$ cat src/rtl/spi_shift_engine_pkg.sv
// Shared constants and state encoding for the SPI shift engine.
// Optional feature macro used by this slice: SPI_LSB_FIRST_EN.
package spi_shift_engine_pkg;

    // Default transfer width; the tick constants below are derived from it.
    localparam int unsigned SPI_DATA_WD = 8;
    // Number of SCK edges in one transfer.
    localparam int unsigned EDGE_CNT    = 2 * SPI_DATA_WD;
    // Final tick returns SCK to idle and closes the transfer.
    localparam int unsigned LAST_TICK   = EDGE_CNT + 1;
    localparam int unsigned TICK_CNT_WD = $clog2(LAST_TICK + 1);

    typedef enum logic {
        StIdle,
        StRun
    } state_e;

endpackage

$ cat src/rtl/spi_shift_engine_if.sv
// Bus between the SPI register block (master) and the shift engine (slave),
// including the serial pins. lsb_first exists only with SPI_LSB_FIRST_EN.
interface spi_shift_engine_if #(
    parameter int unsigned DATA_WD = 8,
    parameter int unsigned DIV_WD  = 8
);
    logic               start;
    logic               cpol;
    logic               cpha;
    logic [DIV_WD-1:0]  clk_div;
    logic [DATA_WD-1:0] data_in;
    logic               miso;
    logic               sck;
    logic               mosi;
    logic               busy;
    logic               done;
    logic [DATA_WD-1:0] data_out;
`ifdef SPI_LSB_FIRST_EN
    logic               lsb_first;

    modport master (
        output start, cpol, cpha, clk_div, data_in, miso, lsb_first,
        input  sck, mosi, busy, done, data_out
    );

    modport slave (
        input  start, cpol, cpha, clk_div, data_in, miso, lsb_first,
        output sck, mosi, busy, done, data_out
    );
`else
    modport master (
        output start, cpol, cpha, clk_div, data_in, miso,
        input  sck, mosi, busy, done, data_out
    );

    modport slave (
        input  start, cpol, cpha, clk_div, data_in, miso,
        output sck, mosi, busy, done, data_out
    );
`endif

endinterface

$ cat src/rtl/spi_clk_tick.sv
// SCK half-period divider: while enabled, counts 0..div and emits a
// single-cycle tick on the terminal count, then reloads to 0.
module spi_clk_tick #(
    parameter int unsigned DIV_WD = 8
) (
    input  logic              clk,
    input  logic              rst,
    input  logic              en,
    input  logic [DIV_WD-1:0] div,
    output logic              tick
);

    logic [DIV_WD-1:0] cnt_q, cnt_d;

    assign tick = en && (cnt_q == div);

    // Next count: hold at zero when disabled so the first tick is a full period away.
    always_comb begin
        cnt_d = cnt_q;
        if (!en || tick) begin
            cnt_d = '0;
        end else begin
            cnt_d = cnt_q + 1'b1;
        end
    end

    // Counter register.
    always_ff @(posedge clk or posedge rst) begin
        if (rst) begin
            cnt_q <= '0;
        end else begin
            cnt_q <= cnt_d;
        end
    end

endmodule

$ cat src/rtl/spi_shift_engine.sv
// Single-byte SPI master shift engine, all four CPOL/CPHA modes.
// Define SPI_LSB_FIRST_EN to add the lsb_first bus signal (latched at start).
module spi_shift_engine
    import spi_shift_engine_pkg::*;
#(
    parameter int unsigned DATA_WD = SPI_DATA_WD,
    parameter int unsigned DIV_WD  = 8
) (
    input logic               mclk,
    input logic               puc_rst,
    spi_shift_engine_if.slave bus
);

    localparam logic [TICK_CNT_WD-1:0] TickOne   = TICK_CNT_WD'(1);
    localparam logic [TICK_CNT_WD-1:0] TickEdgeM = TICK_CNT_WD'(EDGE_CNT - 1);
    localparam logic [TICK_CNT_WD-1:0] TickEdge  = TICK_CNT_WD'(EDGE_CNT);
    localparam logic [TICK_CNT_WD-1:0] TickLast  = TICK_CNT_WD'(LAST_TICK);

    state_e                 state_q, state_d;
    logic                   cpol_q, cpol_d;
    logic                   cpha_q, cpha_d;
    logic [DIV_WD-1:0]      div_q, div_d;
    logic [DATA_WD-1:0]     tx_q, tx_d;
    logic [DATA_WD-1:0]     rx_q, rx_d;
    logic [DATA_WD-1:0]     data_out_q, data_out_d;
    logic                   mosi_q, mosi_d;
    logic                   sck_q, sck_d;
    logic                   done_q, done_d;
    logic [TICK_CNT_WD-1:0] tick_cnt_q, tick_cnt_d;
    logic [TICK_CNT_WD-1:0] tick_num;
    logic                   run;
    logic                   tick;
    logic                   first_bit;
    logic                   next_bit;
    logic [DATA_WD-1:0]     tx_shift;
    logic [DATA_WD-1:0]     rx_shift;
    logic                   sample_now;
    logic                   shift_now;
`ifdef SPI_LSB_FIRST_EN
    logic                   lsb_q, lsb_d;
`endif

    assign run      = (state_q == StRun);
    assign tick_num = tick_cnt_q + 1'b1;

    spi_clk_tick #(
        .DIV_WD (DIV_WD)
    ) u_clk_tick (
        .clk  (mclk),
        .rst  (puc_rst),
        .en   (run),
        .div  (div_q),
        .tick (tick)
    );

    // Bit-order helpers: first bit driven, shifted TX register, RX register with miso inserted.
    always_comb begin
`ifdef SPI_LSB_FIRST_EN
        first_bit = bus.lsb_first ? bus.data_in[0] : bus.data_in[DATA_WD-1];
        tx_shift  = lsb_q ? (tx_q >> 1) : (tx_q << 1);
        next_bit  = lsb_q ? tx_shift[0] : tx_shift[DATA_WD-1];
        rx_shift  = lsb_q ? {bus.miso, rx_q[DATA_WD-1:1]} : {rx_q[DATA_WD-2:0], bus.miso};
`else
        first_bit = bus.data_in[DATA_WD-1];
        tx_shift  = tx_q << 1;
        next_bit  = tx_shift[DATA_WD-1];
        rx_shift  = {rx_q[DATA_WD-2:0], bus.miso};
`endif
    end

    // Edge decode: cpha=0 samples on odd ticks and shifts on even ticks 2..14;
    // cpha=1 drives on odd ticks 3..15 (tick 1 keeps the MSB) and samples on even ticks.
    always_comb begin
        sample_now = 1'b0;
        shift_now  = 1'b0;
        if (cpha_q) begin
            sample_now = !tick_num[0] && (tick_num <= TickEdge);
            shift_now  = tick_num[0] && (tick_num > TickOne) && (tick_num < TickEdge);
        end else begin
            sample_now = tick_num[0] && (tick_num < TickEdge);
            shift_now  = !tick_num[0] && (tick_num < TickEdgeM);
        end
    end

    // FSM next state and datapath updates.
    always_comb begin
        state_d    = state_q;
        cpol_d     = cpol_q;
        cpha_d     = cpha_q;
        div_d      = div_q;
        tx_d       = tx_q;
        rx_d       = rx_q;
        data_out_d = data_out_q;
        mosi_d     = mosi_q;
        sck_d      = sck_q;
        done_d     = 1'b0;
        tick_cnt_d = tick_cnt_q;
`ifdef SPI_LSB_FIRST_EN
        lsb_d      = lsb_q;
`endif
        case (state_q)
            StIdle: begin
                if (bus.start) begin
                    state_d    = StRun;
                    cpol_d     = bus.cpol;
                    cpha_d     = bus.cpha;
                    div_d      = bus.clk_div;
                    tx_d       = bus.data_in;
                    rx_d       = '0;
                    mosi_d     = first_bit;
                    sck_d      = bus.cpol;
                    tick_cnt_d = '0;
`ifdef SPI_LSB_FIRST_EN
                    lsb_d      = bus.lsb_first;
`endif
                end
            end
            StRun: begin
                if (tick) begin
                    tick_cnt_d = tick_num;
                    if (tick_num <= TickEdge) begin
                        sck_d = ~sck_q;
                    end
                    if (sample_now) begin
                        rx_d = rx_shift;
                    end
                    if (shift_now) begin
                        tx_d   = tx_shift;
                        mosi_d = next_bit;
                    end
                    // Final tick: SCK is already back at idle, publish the byte.
                    if (tick_num == TickLast) begin
                        state_d    = StIdle;
                        done_d     = 1'b1;
                        data_out_d = rx_q;
                    end
                end
            end
            default: state_d = StIdle;
        endcase
    end

    // State and datapath registers; reset aborts any transfer without a done pulse.
    always_ff @(posedge mclk or posedge puc_rst) begin
        if (puc_rst) begin
            state_q    <= StIdle;
            cpol_q     <= 1'b0;
            cpha_q     <= 1'b0;
            div_q      <= '0;
            tx_q       <= '0;
            rx_q       <= '0;
            data_out_q <= '0;
            mosi_q     <= 1'b0;
            sck_q      <= 1'b0;
            done_q     <= 1'b0;
            tick_cnt_q <= '0;
`ifdef SPI_LSB_FIRST_EN
            lsb_q      <= 1'b0;
`endif
        end else begin
            state_q    <= state_d;
            cpol_q     <= cpol_d;
            cpha_q     <= cpha_d;
            div_q      <= div_d;
            tx_q       <= tx_d;
            rx_q       <= rx_d;
            data_out_q <= data_out_d;
            mosi_q     <= mosi_d;
            sck_q      <= sck_d;
            done_q     <= done_d;
            tick_cnt_q <= tick_cnt_d;
`ifdef SPI_LSB_FIRST_EN
            lsb_q      <= lsb_d;
`endif
        end
    end

    // In IDLE SCK follows the live cpol so the line idles correctly before a start.
    assign bus.sck      = run ? sck_q : bus.cpol;
    assign bus.mosi     = mosi_q;
    assign bus.busy     = run;
    assign bus.done     = done_q;
    assign bus.data_out = data_out_q;

endmodule
$ cat src/flat_wrapper.sv
// flat-port wrapper written by rule: the top's interface ports become plain ports
module spi_shift_engine_flat import spi_shift_engine_pkg::*;
#(
    parameter int unsigned DATA_WD = SPI_DATA_WD,
    parameter int unsigned DIV_WD  = 8
)
  (mclk, puc_rst, bus_start, bus_cpol, bus_cpha, bus_clk_div, bus_data_in, bus_miso, bus_sck, bus_mosi, bus_busy, bus_done, bus_data_out);
  spi_shift_engine_if #(.DATA_WD(DATA_WD), .DIV_WD(DIV_WD)) bus_i ();
  input logic mclk;
  input logic puc_rst;
  input wire logic [$bits(bus_i.start)-1:0] bus_start;
  input wire logic [$bits(bus_i.cpol)-1:0] bus_cpol;
  input wire logic [$bits(bus_i.cpha)-1:0] bus_cpha;
  input wire logic [$bits(bus_i.clk_div)-1:0] bus_clk_div;
  input wire logic [$bits(bus_i.data_in)-1:0] bus_data_in;
  input wire logic [$bits(bus_i.miso)-1:0] bus_miso;
  output wire logic [$bits(bus_i.sck)-1:0] bus_sck;
  output wire logic [$bits(bus_i.mosi)-1:0] bus_mosi;
  output wire logic [$bits(bus_i.busy)-1:0] bus_busy;
  output wire logic [$bits(bus_i.done)-1:0] bus_done;
  output wire logic [$bits(bus_i.data_out)-1:0] bus_data_out;
  assign bus_i.start = bus_start;
  assign bus_i.cpol = bus_cpol;
  assign bus_i.cpha = bus_cpha;
  assign bus_i.clk_div = bus_clk_div;
  assign bus_i.data_in = bus_data_in;
  assign bus_i.miso = bus_miso;
  assign bus_sck = bus_i.sck;
  assign bus_mosi = bus_i.mosi;
  assign bus_busy = bus_i.busy;
  assign bus_done = bus_i.done;
  assign bus_data_out = bus_i.data_out;
  spi_shift_engine #(.DATA_WD(DATA_WD), .DIV_WD(DIV_WD)) u_core (.mclk(mclk), .puc_rst(puc_rst), .bus(bus_i));
endmodule
$ cat config.mk
export PLATFORM = sky130hd
export DESIGN_NAME = spi_shift_engine_flat
export DESIGN_NICKNAME = d
export VERILOG_FILES = /design/src/rtl/spi_shift_engine_pkg.sv /design/src/rtl/spi_shift_engine_if.sv /design/src/rtl/spi_clk_tick.sv /design/src/rtl/spi_shift_engine.sv /design/src/flat_wrapper.sv
export SDC_FILE = /design/constraint.sdc
export NUM_CORES = 1
export LEC_CHECK = 0
export ABC_AREA = 0
export CAP_MARGIN = 25
export CORE_ASPECT_RATIO = 2
export CORE_MARGIN = 3
export CORE_UTILIZATION = 42
export CTS_CLUSTER_SIZE = 20
export DETAILED_ROUTE_END_ITERATION = 10
export DONT_BUFFER_PORTS = 1
export REMOVE_ABC_BUFFERS = 1
export SLEW_MARGIN = 20
export SYNTH_ARGS = -nofsm -noshare
export SYNTH_HDL_FRONTEND = slang
export SYNTH_SLANG_ARGS = --single-unit
$ cat constraint.sdc
create_clock -name mclk -period 3.9 [get_ports mclk]
set_input_delay 0.585 -clock mclk [delete_from_list [all_inputs] [get_ports mclk]]
set_output_delay 0.585 -clock mclk [all_outputs]
set_load 0.02 [all_outputs]
==> results of run 1 <==
## final cells by class
| type | instances | area share [%] |
|---|---|---|
| flip-flops and latches | 49 | 49.32 |
| clock buffers | 6 | 3.322 |
| clock inverters | 2 | 1.510 |
| inverters | 6 | 0.9059 |
| well taps | 58 | 2.919 |
| multi-input cells | 141 | 40.92 |
| repair buffers | 2 | 1.107 |
## power by group through the flow
stage / clock network (W) / logic, W / registers, W
2_1_floorplan: 0 / 0.000380 / 0.000768
6_report: 0.000375 / 0.000462 / 0.000799
4_1_cts: 0.000388 / 0.000463 / 0.000802
3_3_place_gp: 0 / 0.000426 / 0.000802
5_1_grt: 0.000406 / 0.000518 / 0.000823
3_5_place_dp: 0 / 0.000460 / 0.000813
## per-stage QoR
step                      hold WS (ns)  utilization, %
after global routing            0.1312           47.52
after detailed placement        0.4855           44.85
after global placement          0.4833           44.85
after CTS                       0.3748           47.14
final                           0.1240           47.52
after floorplan                 0.4622               -
## sequential cells by signal, indices dropped and copies added (netlist names)
| register | cells |
|---|---|
| u_core.bus.busy | 1 |
| u_core.sck_q | 1 |
| u_core.bus.data_out | 8 |
| u_core.rx_q | 8 |
| u_core.tx_q | 7 |
| u_core.div_q | 8 |
| u_core.u_clk_tick.cnt_q | 8 |
| u_core.bus.mosi | 1 |
| u_core.tick_cnt_q | 5 |
| u_core.bus.done | 1 |
| u_core.cpha_q | 1 |
## synthesized netlist by cell type, types with 2 or more instances
library cell,instances
sky130_fd_sc_hd__clkbuf_1,4
sky130_fd_sc_hd__inv_1,6
sky130_fd_sc_hd__a211oi_1,2
sky130_fd_sc_hd__nand2_1,35
sky130_fd_sc_hd__nor2_1,10
sky130_fd_sc_hd__xor2_1,6
sky130_fd_sc_hd__mux2i_1,2
sky130_fd_sc_hd__ha_1,3
sky130_fd_sc_hd__mux2_2,25
sky130_fd_sc_hd__a31o_2,3
sky130_fd_sc_hd__xnor2_1,10
sky130_fd_sc_hd__nand3_1,7
sky130_fd_sc_hd__a21oi_1,4
sky130_fd_sc_hd__nand2b_1,2
sky130_fd_sc_hd__and3_1,3
sky130_fd_sc_hd__and2_1,2
sky130_fd_sc_hd__nand4_1,2
sky130_fd_sc_hd__dfrtp_1,49
sky130_fd_sc_hd__a22o_1,9
## logic make-up after synthesis
logic type      count (synthesis)
simple gates                   69
xor+xnor                       16
buf+inv                        12
flops                          49
compound gates                 26
mux                            27
fa+ha+maj                       3
## placed cells by master (no fill, tap or decap), types with 2 or more instances in the layout
master	instances
sky130_fd_sc_hd__dfrtp_1	49
sky130_fd_sc_hd__xnor2_1	10
sky130_fd_sc_hd__nor2_1	10
sky130_fd_sc_hd__nand2b_1	2
sky130_fd_sc_hd__nand2_1	35
sky130_fd_sc_hd__and2_1	2
sky130_fd_sc_hd__clkbuf_8	6
sky130_fd_sc_hd__a211oi_1	2
sky130_fd_sc_hd__mux2_2	25
sky130_fd_sc_hd__and3_1	3
sky130_fd_sc_hd__inv_1	5
sky130_fd_sc_hd__mux2i_1	2
sky130_fd_sc_hd__a31o_2	3
sky130_fd_sc_hd__a22o_1	9
sky130_fd_sc_hd__xor2_1	6
sky130_fd_sc_hd__nand4_1	2
sky130_fd_sc_hd__a21oi_1	4
sky130_fd_sc_hd__ha_1	3
sky130_fd_sc_hd__nand3_1	7
## metal layers
metal / track usage, % / share of wire [%] / up-vias
met5: 0 / 0 / -
met4: 5.882 / 1.7 / 0
met3: 4.211 / 4.6 / 9
met2: 28.08 / 56 / 39
met1: 16.19 / 37 / 732
li1: - / - / 700
## critical path, delay by kind of cell, from the launching register on
kind / cells / cell delay, ns
buf+inv: 1 / 0.24
mux: 1 / 0.37
flops: 1 / 0.77
compound gates: 1 / 0.36
simple gates: 1 / 0.54
## worst max-delay path by stage
stage | start | to | slack, ns
after floorplan | u_core.bus.busy | u_core.bus.mosi | 1.83
after global placement | u_core.bus.busy | u_core.bus.mosi | 1.62
after detailed placement | u_core.bus.busy | u_core.tx_q[1] | 1.50
after CTS | u_core.bus.busy | u_core.tx_q[1] | 1.49
after global routing | u_core.bus.busy | u_core.tx_q[5] | 1.29
final | u_core.bus.busy | u_core.tx_q[5] | 1.50
==> flow_summary.toml, run 1 <==
[yosys]
synth.yosys.warnings = 0
synth-compound-area-share_pct = 8.923
synth_async_sr_flop_share_pct = 100.0
syn_inst = 202
largest_family_of_logic_cells_by_synthesized_area = "simple AND/OR/NAND/NOR gates"
yosysSeqAreaShare_pct = 53.32
postSynthRegisterBits = 49
synth_edf_count = 0
post_synth.cell_area_avg_um2 = 11.38
synth_xor_area_share_pct = 6.094
mapped_cell_area_um2 = 2300
synth_top_flop_cell = "sky130_fd_sc_hd__dfrtp_1"
synth_top_area_cell = "sky130_fd_sc_hd__dfrtp_1"
yosys.area.top_type_share_pct = 53.32
yosys-top-cells-area = "sky130_fd_sc_hd__dfrtp_1 53%, sky130_fd_sc_hd__mux2_2 12%, sky130_fd_sc_hd__nand2_1 5.7%"
post_synth_fa_ha_maj_area_fraction_pct = 1.632
simple_logic_cell_fraction_of_the_synthesized_area_pct = 14.47
yosys.cell_types.count = 37
synth_mux_area_share_pct = 13.11

[route]
detailroute.via_count = 1480
wl_final_mm = 4.682
routed_via_density = 5.606
first_iter_violations = 60
average_wire_length_per_cell_after_detail_routing_um = 17.73
antenna_left = 0
detail_route.first_pass.iterations = 6
drc_errors = 0

[critical_path]
start_kind = "flop"
worstReg2RegStart = "u_core.bus.busy"
setup.reg_to_reg.worst_slack_ns = 1.50
critical_path_required_ns = 4.09
worstReg2RegEnd = "u_core.tx_q[5]"
crit_arrival_ns = 2.59
r2r.worst_path.cells = 4
timing.critical_path.cells = "inv_1, nor3_4, a31o_2, mux2_2"
critPathSlowestCell = "sky130_fd_sc_hd__dfrtp_1"
path_class = "flop to flop"
critical_path.endpoint_type = "flop"
crit_fanout = 15
crit_path_max_incr_delay_ns = 0.77

[layout]
syn2layout_area_growth_pct = 8.106
post-route-cell-area_um2 = 2486
design.final.nets = 230
antenna_cells = 0
n_fill_cell = 492
layout.area.seq_um2 = 1226
multiInputGateArea_um2 = 1017
layout-drive-gt1-share_pct = 20.87
stdcell_count = 264

[timing]
setup_repair_after_global_routing_missed_its_margin = "no"
finClkSkew_ns = 0.009004
hold_viol_final = 0
period_share_pct = 61.47
timing.slew.headroom_pct = 56.27
timing.final.ws_setup_ns = 1.503
fin_crit_ns = 2.397
max_slew.worst_pin.slew_ns = 0.6560
fin_tns_setup_ns = 0
final_setup_violation_count = 0
finalMaxSlewViolations = 0
max_clock_freq_mhz = 417.1

[floorplan]
fp-row-count = 37
fp.coreArea_um2 = 5231
die_height_um = 110.6
initial_utilization_pct = 43.96
die_width_um = 58.33
io_pins = 34
die-area_um2 = 6453

[global_routing]
grt.total_usage_pct = 15.54
grt_max_degree = 50
first_pass_grt_wire_length_mm = 7.734
grt_antenna_before_repair = 0
grt_pass1_vias = 1609
globalRouteOverflowTotal = 0

[clocking]
ctsHoldBuffers = 0
postCtsSetupRepairBufs = 0
clock_tree.root_cell = "sky130_fd_sc_hd__clkbuf_8"
clock_insertion_delay_worst_skew_ns = 0.30
cts_htree_levels = 2
cts_sinks = 49
cts_tree = "yes"
cts-root-to-sink-buffers = 2
cts.repair.resized = 0
clkSlewWorstSetupHoldPaths_ns = 0.09
cts_inserted_buffers = 5

[place]
portBuffers = 0
placed_area_um2 = 2346
post-dp-hpwl_mm = 3.475
placed_cell_count = 255
pre_cts_slack_ns = 1.504
place_congestion = 0.8073

[pwr]
design_power_total_w = 0.001637
ir_drop_v = 0.0003453
netSwitchingPower_w = 0.0005413
p_leak_nw = 1.143
clock_power_share_pct = 22.9
internal-power_w = 0.001096
seqPwrFrac_pct = 48.8
power.share.combinational_pct = 28.2
share_of_total_power_consumed_by_net_switching_pct = 33.07
power.density_nw_per_um2 = 658.4

[outcome]
run_status = "completed"

[job]
max-cap-violations = 0

[hold_path]
min_path_type = "input port to async pin"
(Power assumes the default switching activity.)
==> run 2, diff against run 1 <==
- clock period: 3.9 -> 2.2 ns (I/O delays scaled with it)
==> run 2 against run 1 <==
Net effect: cell area is 0.40% lower; register-to-register slack worse by 1.3 ns; count of clock-buffer cells in the layout is 1 higher; largest power group unchanged; hold slack worse by 0.062 ns; clock skew hardly changed; clock power is 35% higher; critical path type unchanged.
==> flow_summary.toml, run 2 (same netlist as run 1, synthesis figures left out) <==
[global_routing]
grt.total_usage_pct = 15.64
grt_pass1_vias = 1676
first_pass_grt_wire_length_mm = 7.935
globalRouteOverflowTotal = 0
grtUsageMet2_pct = 27.18
grt_antenna_before_repair = 1
grtUsageMet1_pct = 17.89
use_met3_pct = 4.094
grt_max_degree = 50
busiest_layer = "met2"

[place]
place_congestion = 0.7464
portBuffers = 0
pre_cts_slack_ns = 0.1993
post-dp-hpwl_mm = 3.327
placed_cell_count = 259

[floorplan]
io_pins = 34
die_width_um = 58.33
initial_utilization_pct = 43.96
die_height_um = 110.6
die-area_um2 = 6453
fp-row-count = 37
fp.coreArea_um2 = 5231

[layout]
layout-drive-gt1-share_pct = 21.53
design.final.nets = 233
syn2layout_area_growth_pct = 7.671
layout_common_cells = "49 x sky130_fd_sc_hd__dfrtp_1, 35 x sky130_fd_sc_hd__nand2_1, 25 x sky130_fd_sc_hd__mux2_2"
stdcell_count = 268
n_fill_cell = 485
final_common_cell = "sky130_fd_sc_hd__dfrtp_1"

[clocking]
clkSlewWorstSetupHoldPaths_ns = 0.09
postCtsSetupRepairBufs = 0
cts-root-to-sink-buffers = 2
clock_insertion_delay_worst_skew_ns = 0.30
cts_inserted_buffers = 5
clock_tree.root_cell = "sky130_fd_sc_hd__clkbuf_8"
cts.repair.resized = 0
cts_sinks = 49
cts_htree_levels = 2
ctsHoldBuffers = 0
cts_tree = "yes"

[timing]
finalMaxSlewViolations = 0
fin_crit_ns = 2.028
hold_viol_final = 0
fin_tns_setup_ns = 0
max_clock_freq_mhz = 493.0
max_slew.worst_pin.slew_ns = 0.6054
setup_repair_after_global_routing_missed_its_margin = "no"
timing.final.ws_setup_ns = 0.1718
period_share_pct = 92.19
timing.slew.headroom_pct = 59.64
finClkSkew_ns = 0.008852
final_setup_violation_count = 0

[hold_path]
min_path_type = "input port to async pin"

[route]
detail_route.first_pass.iterations = 4
drc_errors = 0
first_iter_violations = 42
antenna_left = 0
detailroute.via_count = 1468
wl_final_mm = 4.447
routed_via_density = 5.478
average_wire_length_per_cell_after_detail_routing_um = 16.59

[pwr]
power.density_nw_per_um2 = 1104
ir_drop_v = 0.0005975
p_leak_nw = 1.136

[critical_path]
critical_path_required_ns = 2.38
start_kind = "flop"
path_class = "flop to flop"
crit_arrival_ns = 2.21
crit_fanout = 7
critical_path.endpoint_type = "flop"

[job]
max-cap-violations = 0

[outcome]
run_status = "completed"
[run 2: cell types whose count changed in the layout (fill, tap and decap cells not counted)]
cell / change
sky130_fd_sc_hd__buf_4: +4
sky130_fd_sc_hd__clkbuf_1: +2
sky130_fd_sc_hd__a21boi_2: -1
sky130_fd_sc_hd__a21boi_4: +1
sky130_fd_sc_hd__buf_12: -1
sky130_fd_sc_hd__bufinv_16: -1
sky130_fd_sc_hd__clkbuf_8: -1
sky130_fd_sc_hd__diode_2: +1
sky130_fd_sc_hd__o2bb2ai_1: -1
sky130_fd_sc_hd__o2bb2ai_2: +1
[run 2: critical path, stage by stage, from the launching register on]
cell,delay (ns)
sky130_fd_sc_hd__dfrtp_1,0.43
sky130_fd_sc_hd__ha_1,0.27
sky130_fd_sc_hd__nand2_1,0.16
sky130_fd_sc_hd__nand2_1,0.07
sky130_fd_sc_hd__a41oi_1,0.30
sky130_fd_sc_hd__a31o_2,0.32
sky130_fd_sc_hd__mux2_2,0.37
[run 2: area by class of cell]
class	count	area, um^2	share of cell area (%)
Antenna cell	1	2.502	0.1011
Multi-Input combinational cell	141	1031	41.64
Timing Repair Buffer	5	37.54	1.516
Clock buffer	7	76.32	3.082
Clock inverter	1	7.507	0.3032
Tap cell	58	72.57	2.931
Sequential cell	49	1226	49.52
Inverter	6	22.52	0.9096
[run 2: final timing paths]
kind                            slack (ns)  cells after the start                     end                 start
worst max-delay path                  0.17                      6          u_core.tx_q[4]  u_core.tick_cnt_q[0]
worst min-delay path                  0.06                      2          u_core.tx_q[3]               puc_rst
max in group asynchronous             1.73                      2  u_core.bus.data_out[1]               puc_rst
worst min register to register        0.52                      1          u_core.tx_q[1]        u_core.tx_q[1]
min in group mclk                     0.13                      2         u_core.div_q[2]        bus_clk_div[2]
worst max register to register        0.17                      6          u_core.tx_q[4]  u_core.tick_cnt_q[0]
[run 2: routing by layer]
| metal | part of all wire (%) | vias up |
|---|---|---|
| met3 | 5.4 | 7 |
| li1 | - | 708 |
| met5 | 0 | - |
| met2 | 54 | 31 |
| met4 | 1.5 | 0 |
| met1 | 39 | 722 |
[run 2: metrics by stage]
| stage | cell area (um^2) | power (W) | utilization [%] | hold slack, ns |
|---|---|---|---|---|
| floorplan | 2266 | 0.002036 | - | 0.4354 |
| global placement | 2376 | 0.002184 | 45.42 | 0.4000 |
| global route | 2476 | 0.002955 | 47.33 | 0.09921 |
| detailed placement | 2376 | 0.002239 | 45.42 | 0.4169 |
| finish | 2476 | 0.002733 | 47.33 | 0.06165 |
| CTS | 2460 | 0.002750 | 47.02 | 0.07810 |
[run 2: where the power goes]
group          switching [W]  total (W)  internal [W]
sequential          0.000269    0.00143       0.00116
clock               0.000280   0.000505      0.000225
combinational       0.000387   0.000802      0.000415
total               0.000937    0.00273       0.00180
